File: src/rtl/wb_sram_prefetcher_if.sv
// Wishbone B4 pipelined bus between the prefetcher (master) and the correlator bank (slave).
interface wb_sram_prefetcher_if #(
    parameter int WIDTH = 32,
    parameter int BYTES = 4,
    parameter int ABITS = 10
);
    logic             cyc_o;
    logic             stb_o;
    logic             we_o;
    logic             ack_i;
    logic             wat_i;
    logic             rty_i;
    logic             err_i;
    logic [ABITS-1:0] adr_o;
    logic [BYTES-1:0] sel_o;
    logic [WIDTH-1:0] dat_i;
    logic [WIDTH-1:0] dat_o;

    modport master (
        output cyc_o, stb_o, we_o, adr_o, sel_o, dat_o,
        input  ack_i, wat_i, rty_i, err_i, dat_i
    );

    modport slave (
        input  cyc_o, stb_o, we_o, adr_o, sel_o, dat_o,
        output ack_i, wat_i, rty_i, err_i, dat_i
    );
endinterface

File: src/rtl/wb_sram_prefetcher.sv
// Block-prefetch engine: streams COUNT x BSIZE words from the correlator bank over a
// pipelined Wishbone read and copies each acked word into local SRAM at a linear index.
module wb_sram_prefetcher #(
    parameter int WIDTH = 32,
    parameter int BYTES = 4,
    parameter int USEBE = 1,
    parameter int ABITS = 10,
    parameter int COUNT = 24,
    parameter int CBITS = 5,
    parameter int BSIZE = 24,
    parameter int BBITS = 5,
    parameter int DELAY = 3
) (
    input  logic                 clk_i,
    input  logic                 rst_i,
    input  logic                 begin_i,
    output logic                 ready_o,
    wb_sram_prefetcher_if.master wb,
    output logic                 sram_ce_o,
    output logic                 sram_we_o,
    output logic [ABITS-1:0]     sram_ad_o,
    output logic [BYTES-1:0]     sram_be_o,
    input  logic [WIDTH-1:0]     sram_do_i,
    output logic [WIDTH-1:0]     sram_di_o
);
    localparam int               TOTAL = COUNT * BSIZE;
    localparam logic [ABITS-1:0] LAST  = ABITS'(TOTAL - 1);
    localparam logic [BBITS-1:0] WLAST = BBITS'(BSIZE - 1);

    // S_FIN is the cycle in which the final SRAM write is on the port.
    typedef enum logic [1:0] {S_IDLE, S_BUSY, S_FIN} state_t;
    state_t r_state, w_next;

    logic             r_cyc, r_stb, r_ready, r_ce;
    logic [CBITS-1:0] r_blk;
    logic [BBITS-1:0] r_word;
    logic [ABITS-1:0] r_req_cnt, r_idx, r_ad;
    logic [WIDTH-1:0] r_di;
    logic             w_start, w_abort, w_req, w_ack, w_last_req, w_last_ack;
    logic             w_unused;

    always_comb begin
        w_next     = r_state;
        w_start    = 1'b0;
        w_abort    = r_cyc & (wb.err_i | wb.rty_i);
        // err/rty wins over a simultaneous ack, so that word is never written
        w_ack      = r_cyc & wb.ack_i & ~w_abort;
        w_req      = r_stb & ~wb.wat_i & ~w_abort;
        w_last_req = w_req && (r_req_cnt == LAST);
        w_last_ack = w_ack && (r_idx == LAST);
        case (r_state)
            S_IDLE: if (begin_i) begin
                w_start = 1'b1;
                w_next  = S_BUSY;
            end
            S_BUSY: begin
                if (w_abort)         w_next = S_IDLE;
                else if (w_last_ack) w_next = S_FIN;
            end
            S_FIN:   w_next = S_IDLE;
            default: w_next = S_IDLE;
        endcase
    end

    always_ff @(posedge clk_i or posedge rst_i) begin
        if (rst_i) r_state <= S_IDLE;
        else       r_state <= w_next;
    end

    always_ff @(posedge clk_i or posedge rst_i) begin
        if (rst_i) begin
            r_cyc     <= 1'b0;
            r_stb     <= 1'b0;
            r_ready   <= 1'b0;
            r_ce      <= 1'b0;
            r_blk     <= '0;
            r_word    <= '0;
            r_req_cnt <= '0;
            r_idx     <= '0;
            r_ad      <= '0;
            r_di      <= '0;
        end else begin
            r_ce <= 1'b0;
            if (w_start) begin
                r_ready   <= 1'b0;
                r_cyc     <= 1'b1;
                r_stb     <= 1'b1;
                r_blk     <= '0;
                r_word    <= '0;
                r_req_cnt <= '0;
                r_idx     <= '0;
            end else if (w_abort) begin
                r_cyc <= 1'b0;
                r_stb <= 1'b0;
            end else begin
                if (w_req) begin
                    r_req_cnt <= r_req_cnt + 1'b1;
                    // address is left on the final word once the window is issued
                    if (w_last_req) begin
                        r_stb <= 1'b0;
                    end else if (r_word == WLAST) begin
                        r_word <= '0;
                        r_blk  <= r_blk + 1'b1;
                    end else begin
                        r_word <= r_word + 1'b1;
                    end
                end
                if (w_ack) begin
                    r_di  <= wb.dat_i;
                    r_ce  <= 1'b1;
                    r_ad  <= r_idx;
                    r_idx <= r_idx + 1'b1;
                    if (w_last_ack) r_cyc <= 1'b0;
                end
                if (r_state == S_FIN) r_ready <= 1'b1;
            end
        end
    end

    assign wb.cyc_o  = r_cyc;
    assign wb.stb_o  = r_stb;
    assign wb.we_o   = 1'b0;
    assign wb.adr_o  = {r_blk, r_word};
    assign wb.sel_o  = '1;
    assign wb.dat_o  = '0;

    assign ready_o   = r_ready;
    assign sram_ce_o = r_ce;
    assign sram_we_o = r_ce;
    assign sram_ad_o = r_ad;
    assign sram_di_o = r_di;
    assign sram_be_o = (USEBE != 0) ? {BYTES{r_ce}} : '1;

    // SRAM read port and the simulation delay parameter have no role in a write-only prefetch.
    assign w_unused  = ^{sram_do_i, DELAY[0]};
endmodule

File: src/flat_wrapper.sv
// flat-port wrapper written by rule: the top's interface ports become plain ports
module wb_sram_prefetcher_flat 
#(
    parameter int WIDTH = 32,
    parameter int BYTES = 4,
    parameter int USEBE = 1,
    parameter int ABITS = 10,
    parameter int COUNT = 24,
    parameter int CBITS = 5,
    parameter int BSIZE = 24,
    parameter int BBITS = 5,
    parameter int DELAY = 3
)
  (clk_i, rst_i, begin_i, ready_o, sram_ce_o, sram_we_o, sram_ad_o, sram_be_o, sram_do_i, sram_di_o, wb_cyc_o, wb_stb_o, wb_we_o, wb_adr_o, wb_sel_o, wb_dat_o, wb_ack_i, wb_wat_i, wb_rty_i, wb_err_i, wb_dat_i);
  wb_sram_prefetcher_if #(.WIDTH(WIDTH), .BYTES(BYTES), .ABITS(ABITS)) wb_i ();
  input  logic clk_i;
  input  logic rst_i;
  input  logic begin_i;
  output logic ready_o;
  output logic sram_ce_o;
  output logic sram_we_o;
  output logic [ABITS-1:0] sram_ad_o;
  output logic [BYTES-1:0] sram_be_o;
  input  logic [WIDTH-1:0] sram_do_i;
  output logic [WIDTH-1:0] sram_di_o;
  output wire logic [$bits(wb_i.cyc_o)-1:0] wb_cyc_o;
  output wire logic [$bits(wb_i.stb_o)-1:0] wb_stb_o;
  output wire logic [$bits(wb_i.we_o)-1:0] wb_we_o;
  output wire logic [$bits(wb_i.adr_o)-1:0] wb_adr_o;
  output wire logic [$bits(wb_i.sel_o)-1:0] wb_sel_o;
  output wire logic [$bits(wb_i.dat_o)-1:0] wb_dat_o;
  input wire logic [$bits(wb_i.ack_i)-1:0] wb_ack_i;
  input wire logic [$bits(wb_i.wat_i)-1:0] wb_wat_i;
  input wire logic [$bits(wb_i.rty_i)-1:0] wb_rty_i;
  input wire logic [$bits(wb_i.err_i)-1:0] wb_err_i;
  input wire logic [$bits(wb_i.dat_i)-1:0] wb_dat_i;
  assign wb_cyc_o = wb_i.cyc_o;
  assign wb_stb_o = wb_i.stb_o;
  assign wb_we_o = wb_i.we_o;
  assign wb_adr_o = wb_i.adr_o;
  assign wb_sel_o = wb_i.sel_o;
  assign wb_dat_o = wb_i.dat_o;
  assign wb_i.ack_i = wb_ack_i;
  assign wb_i.wat_i = wb_wat_i;
  assign wb_i.rty_i = wb_rty_i;
  assign wb_i.err_i = wb_err_i;
  assign wb_i.dat_i = wb_dat_i;
  wb_sram_prefetcher #(.WIDTH(WIDTH), .BYTES(BYTES), .USEBE(USEBE), .ABITS(ABITS), .COUNT(COUNT), .CBITS(CBITS), .BSIZE(BSIZE), .BBITS(BBITS), .DELAY(DELAY)) u_core (.clk_i(clk_i), .rst_i(rst_i), .begin_i(begin_i), .ready_o(ready_o), .wb(wb_i), .sram_ce_o(sram_ce_o), .sram_we_o(sram_we_o), .sram_ad_o(sram_ad_o), .sram_be_o(sram_be_o), .sram_do_i(sram_do_i), .sram_di_o(sram_di_o));
endmodule
File: config.mk
export PLATFORM = sky130hd
export DESIGN_NAME = wb_sram_prefetcher_flat
export DESIGN_NICKNAME = d
export VERILOG_FILES = /design/src/rtl/wb_sram_prefetcher_if.sv /design/src/rtl/wb_sram_prefetcher.sv /design/src/flat_wrapper.sv
export SDC_FILE = /design/constraint.sdc
export NUM_CORES = 1
export LEC_CHECK = 0
export BUFFER_PORTS_ARGS = -buffer_cell sky130_fd_sc_hd__buf_2
export CAP_MARGIN = 20
export CORE_MARGIN = 4
export CORE_UTILIZATION = 51
export CTS_CLUSTER_DIAMETER = 30
export DETAILED_ROUTE_END_ITERATION = 10
export PLACE_DENSITY_LB_ADDON = 0.15
export SETUP_SLACK_MARGIN = 0.05
export SLEW_MARGIN = 15
export SYNTH_ARGS = -nofsm -noshare
export SYNTH_HDL_FRONTEND = slang
export SYNTH_SLANG_ARGS = --single-unit
File: constraint.sdc
create_clock -name clk_i -period 3.5 [get_ports clk_i]
set_clock_uncertainty 0.15 [all_clocks]
set_input_delay 0.175 -clock clk_i [delete_from_list [all_inputs] [get_ports clk_i]]
set_output_delay 0.175 -clock clk_i [all_outputs]
set_load 0.01 [all_outputs]
==> metrics.yaml <==
logic_synthesis:
  async_flop_share_pct: 100
  synthTopCellsByArea: "dfrtp_1 (52%), mux2_2 (12%), buf_4 (8.4%)"
  synth_top_area_share_pct: 51.8
  synth_ff_type: "dfrtp_1"
  synth.distinct_cells: 45
  syn_area_um2: 3770
  synth_edf_count: 0
  syn_area_per_cell_um2: 11.8
  yosysSeqAreaShare_pct: 51.8
  ys_ff_latch: 78
  yosysWarnings: 0
  synth_top_cell_by_area: "dfrtp_1"
  netlist_instances: 319
cts:
  cts-htree-levels: 3
  clock-sinks: 78
  clk_latency_ps: 340
  clk_path_buf_depth: 2
  cts_root_buffer: "clkbuf_8"
  cts_buffers: 9
  cts.clk_slew.worst_paths_ps: 80
  cts_tree: "built"
routing:
  drtPass1Iterations: 4
  via_per_inst: 4.91
  drtIter0Drc: 71
  vias: 2716
  remaining_drc_errors: 0
  postRouteAntennaNets: 0
  routed_wl_mm: 7.57
  drt-wirelength-per-cell_um: 13.7
placement:
  place_area_um2: 4140
  io_buffer_count: 99
  dp_hpwl_mm: 5.12
  place.gp.congestion: 0.758
floorplanning:
  start_util_pct: 52.2
  rows: 31
  die_area_um2: 8830
  die_x_um: 94.0
  die_y_um: 94.0
  coreArea_um2: 7210
  top_level_ports: 169
timing:
  timing.final.crit_share_pct: 61.6
  clock.fmax_ghz: 0.464
  rsz0062_at_grt: "no"
  setup_violations: 0
  drv_slew: 0
  final.setup.tns_ps: 0
  slew_headroom_pct: 51.7
  hold_viol_final: 0
  post-route-min-period_ps: 2160
  worst_pin_slew_ps: 725
cells_and_area:
  syn2layout_area_growth_pct: 23.4
  final_cell_area_um2: 4650
  fillers: 599
  drive_above_1_share_pct: 37.0
  final_nets: 524
  mostFrequentLayoutCell: "buf_2"
  final_cell_mix: "buf_2 (99), dfrtp_1 (78), mux2_2 (39), conb_1 (37), dlygate4sd3_1 (34)"
  antennaDiodeCount: 0
global_routing:
  grt_overflow: 0
  grt_max_degree: 61
  grt_pass1_vias: 2699
  grt_pass1_wl_mm: 12.5
  grt_usage_pct: 17.9
  grt_antenna_before_repair: 0
power:
  power_leakage_nw: 2.51
  powerDensity_nw_per_um2: 337
  vdd_ir_drop_max_mv: 0.214
min_path:
  hp-class: "input pin to register"
setup_path:
  critPathCaptureType: "register"
  cp-start-kind: "register"
  worstSetupPathType: "register to register"
  cp.arrival_ps: 2230
  path_max_fanout: 43
  worstPathRequired_ps: 3570
flow_run:
  maxCapViolCount: 0
run_status:
  status: "complete, no violations"
[metrics by stage]
stage / hold WS, ps / instances / setup WS (ps) / total power, W / utilization (%)
floorplan: 157 / 354 / 1180 / 0.000984 / -
global placement: 30.7 / 503 / 1340 / 0.000981 / 57.4
detailed placement: 29.1 / 503 / 1320 / 0.000981 / 57.4
CTS: 38.7 / 553 / 1320 / 0.00159 / 64.5
global route: 77.9 / 553 / 1210 / 0.00164 / 64.5
finish: 52.0 / 553 / 1340 / 0.00157 / 64.5
[logic make-up after synthesis]
logic type / synth area share, %
xor gates and xnor gates: 3.25
AOI/OAI and AO/OA: 4.91
muxes: 13.3
adders and majority gates: 1.33
other: 0.199
and+or+nand+nor: 14.1
buffers and inverters: 11.1
DFF: 51.8
[layer usage]
layer / vias to the layer above / GRT usage (%) / part of all wire (%)
li1: 1296 / - / -
met1: 1308 / 22.2 / 42
met2: 99 / 30.3 / 49
met3: 13 / 3.21 / 6.8
met4: 0 / 7.94 / 1.7
met5: - / 0 / 0
[sequential cells by signal, summed over array words and instances (netlist names)]
signal / count
u_core.r_req_cnt: 10
u_core.sram_di_o: 32
u_core.r_state: 2
u_core.r_word: 5
u_core.sram_ad_o: 10
u_core.sram_ce_o: 1
u_core.r_idx: 10
u_core.r_blk: 5
u_core.ready_o: 1
u_core.wb.cyc_o: 1
u_core.wb.stb_o: 1
[critical path, cell delays in order (launching register included)]
cell and delay, ps:
dfrtp_1 440, and4bb_1 560, nand2_4 420, mux2_1 450
[synth_stat cells (2+ instances only)]
cell type,instances
or3_1,3
nand4_1,9
nor2_1,21
nor3_1,5
buf_4,42
dfrtp_1,78
mux2_1,3
ha_1,4
or4_1,5
xor2_1,7
or3_2,2
o31ai_1,4
mux2_2,39
o21ai_0,8
clkbuf_1,2
nand3_1,9
a21oi_1,12
nor4_1,2
buf_6,6
xnor2_1,7
inv_1,6
nand3_4,2
mux2i_1,3
conb_1,2
and3_1,3
nand2_1,16
[report_power, final]
group          switching, W  internal [W]
clock network      0.000315      0.000258
logic             0.0000493     0.0000431
registers       0.000000267      0.000901
total              0.000365       0.00120
[final timing paths]
path	startpoint	endpoint	slack, ps	cells after the start
min in group asynchronous	rst_i	u_core.sram_di_o[30]	220	3
worst max register to register	u_core.wb.cyc_o	u_core.sram_di_o[22]	1340	3
worst min register to register	u_core.sram_di_o[23]	u_core.sram_di_o[23]	340	1
max in group asynchronous	rst_i	u_core.sram_di_o[0]	1920	4
worst min-delay path	wb_err_i	u_core.wb.cyc_o	50	4
worst max-delay path	u_core.wb.cyc_o	u_core.sram_di_o[22]	1340	3
[layout make-up]
class | count | area [um^2] | share of cell area [%]
clock buffers | 11 | 131 | 2.82
repair buffers | 135 | 851 | 18.3
well taps | 99 | 124 | 2.66
multi-input cells | 219 | 1540 | 33.0
inverters | 6 | 22.5 | 0.484
flip-flops and latches | 78 | 1950 | 42.0
clock inverters | 5 | 36.3 | 0.780
[timing repair]
action | CTS | global route
hold buffers | 34 | 0
setup buffers | 0 | 0
endpoints found under the setup margin | 0 | 0
endpoints found under the hold margin | 51 | 0
resized for setup | 0 | 0
(Power assumes the default switching activity.)
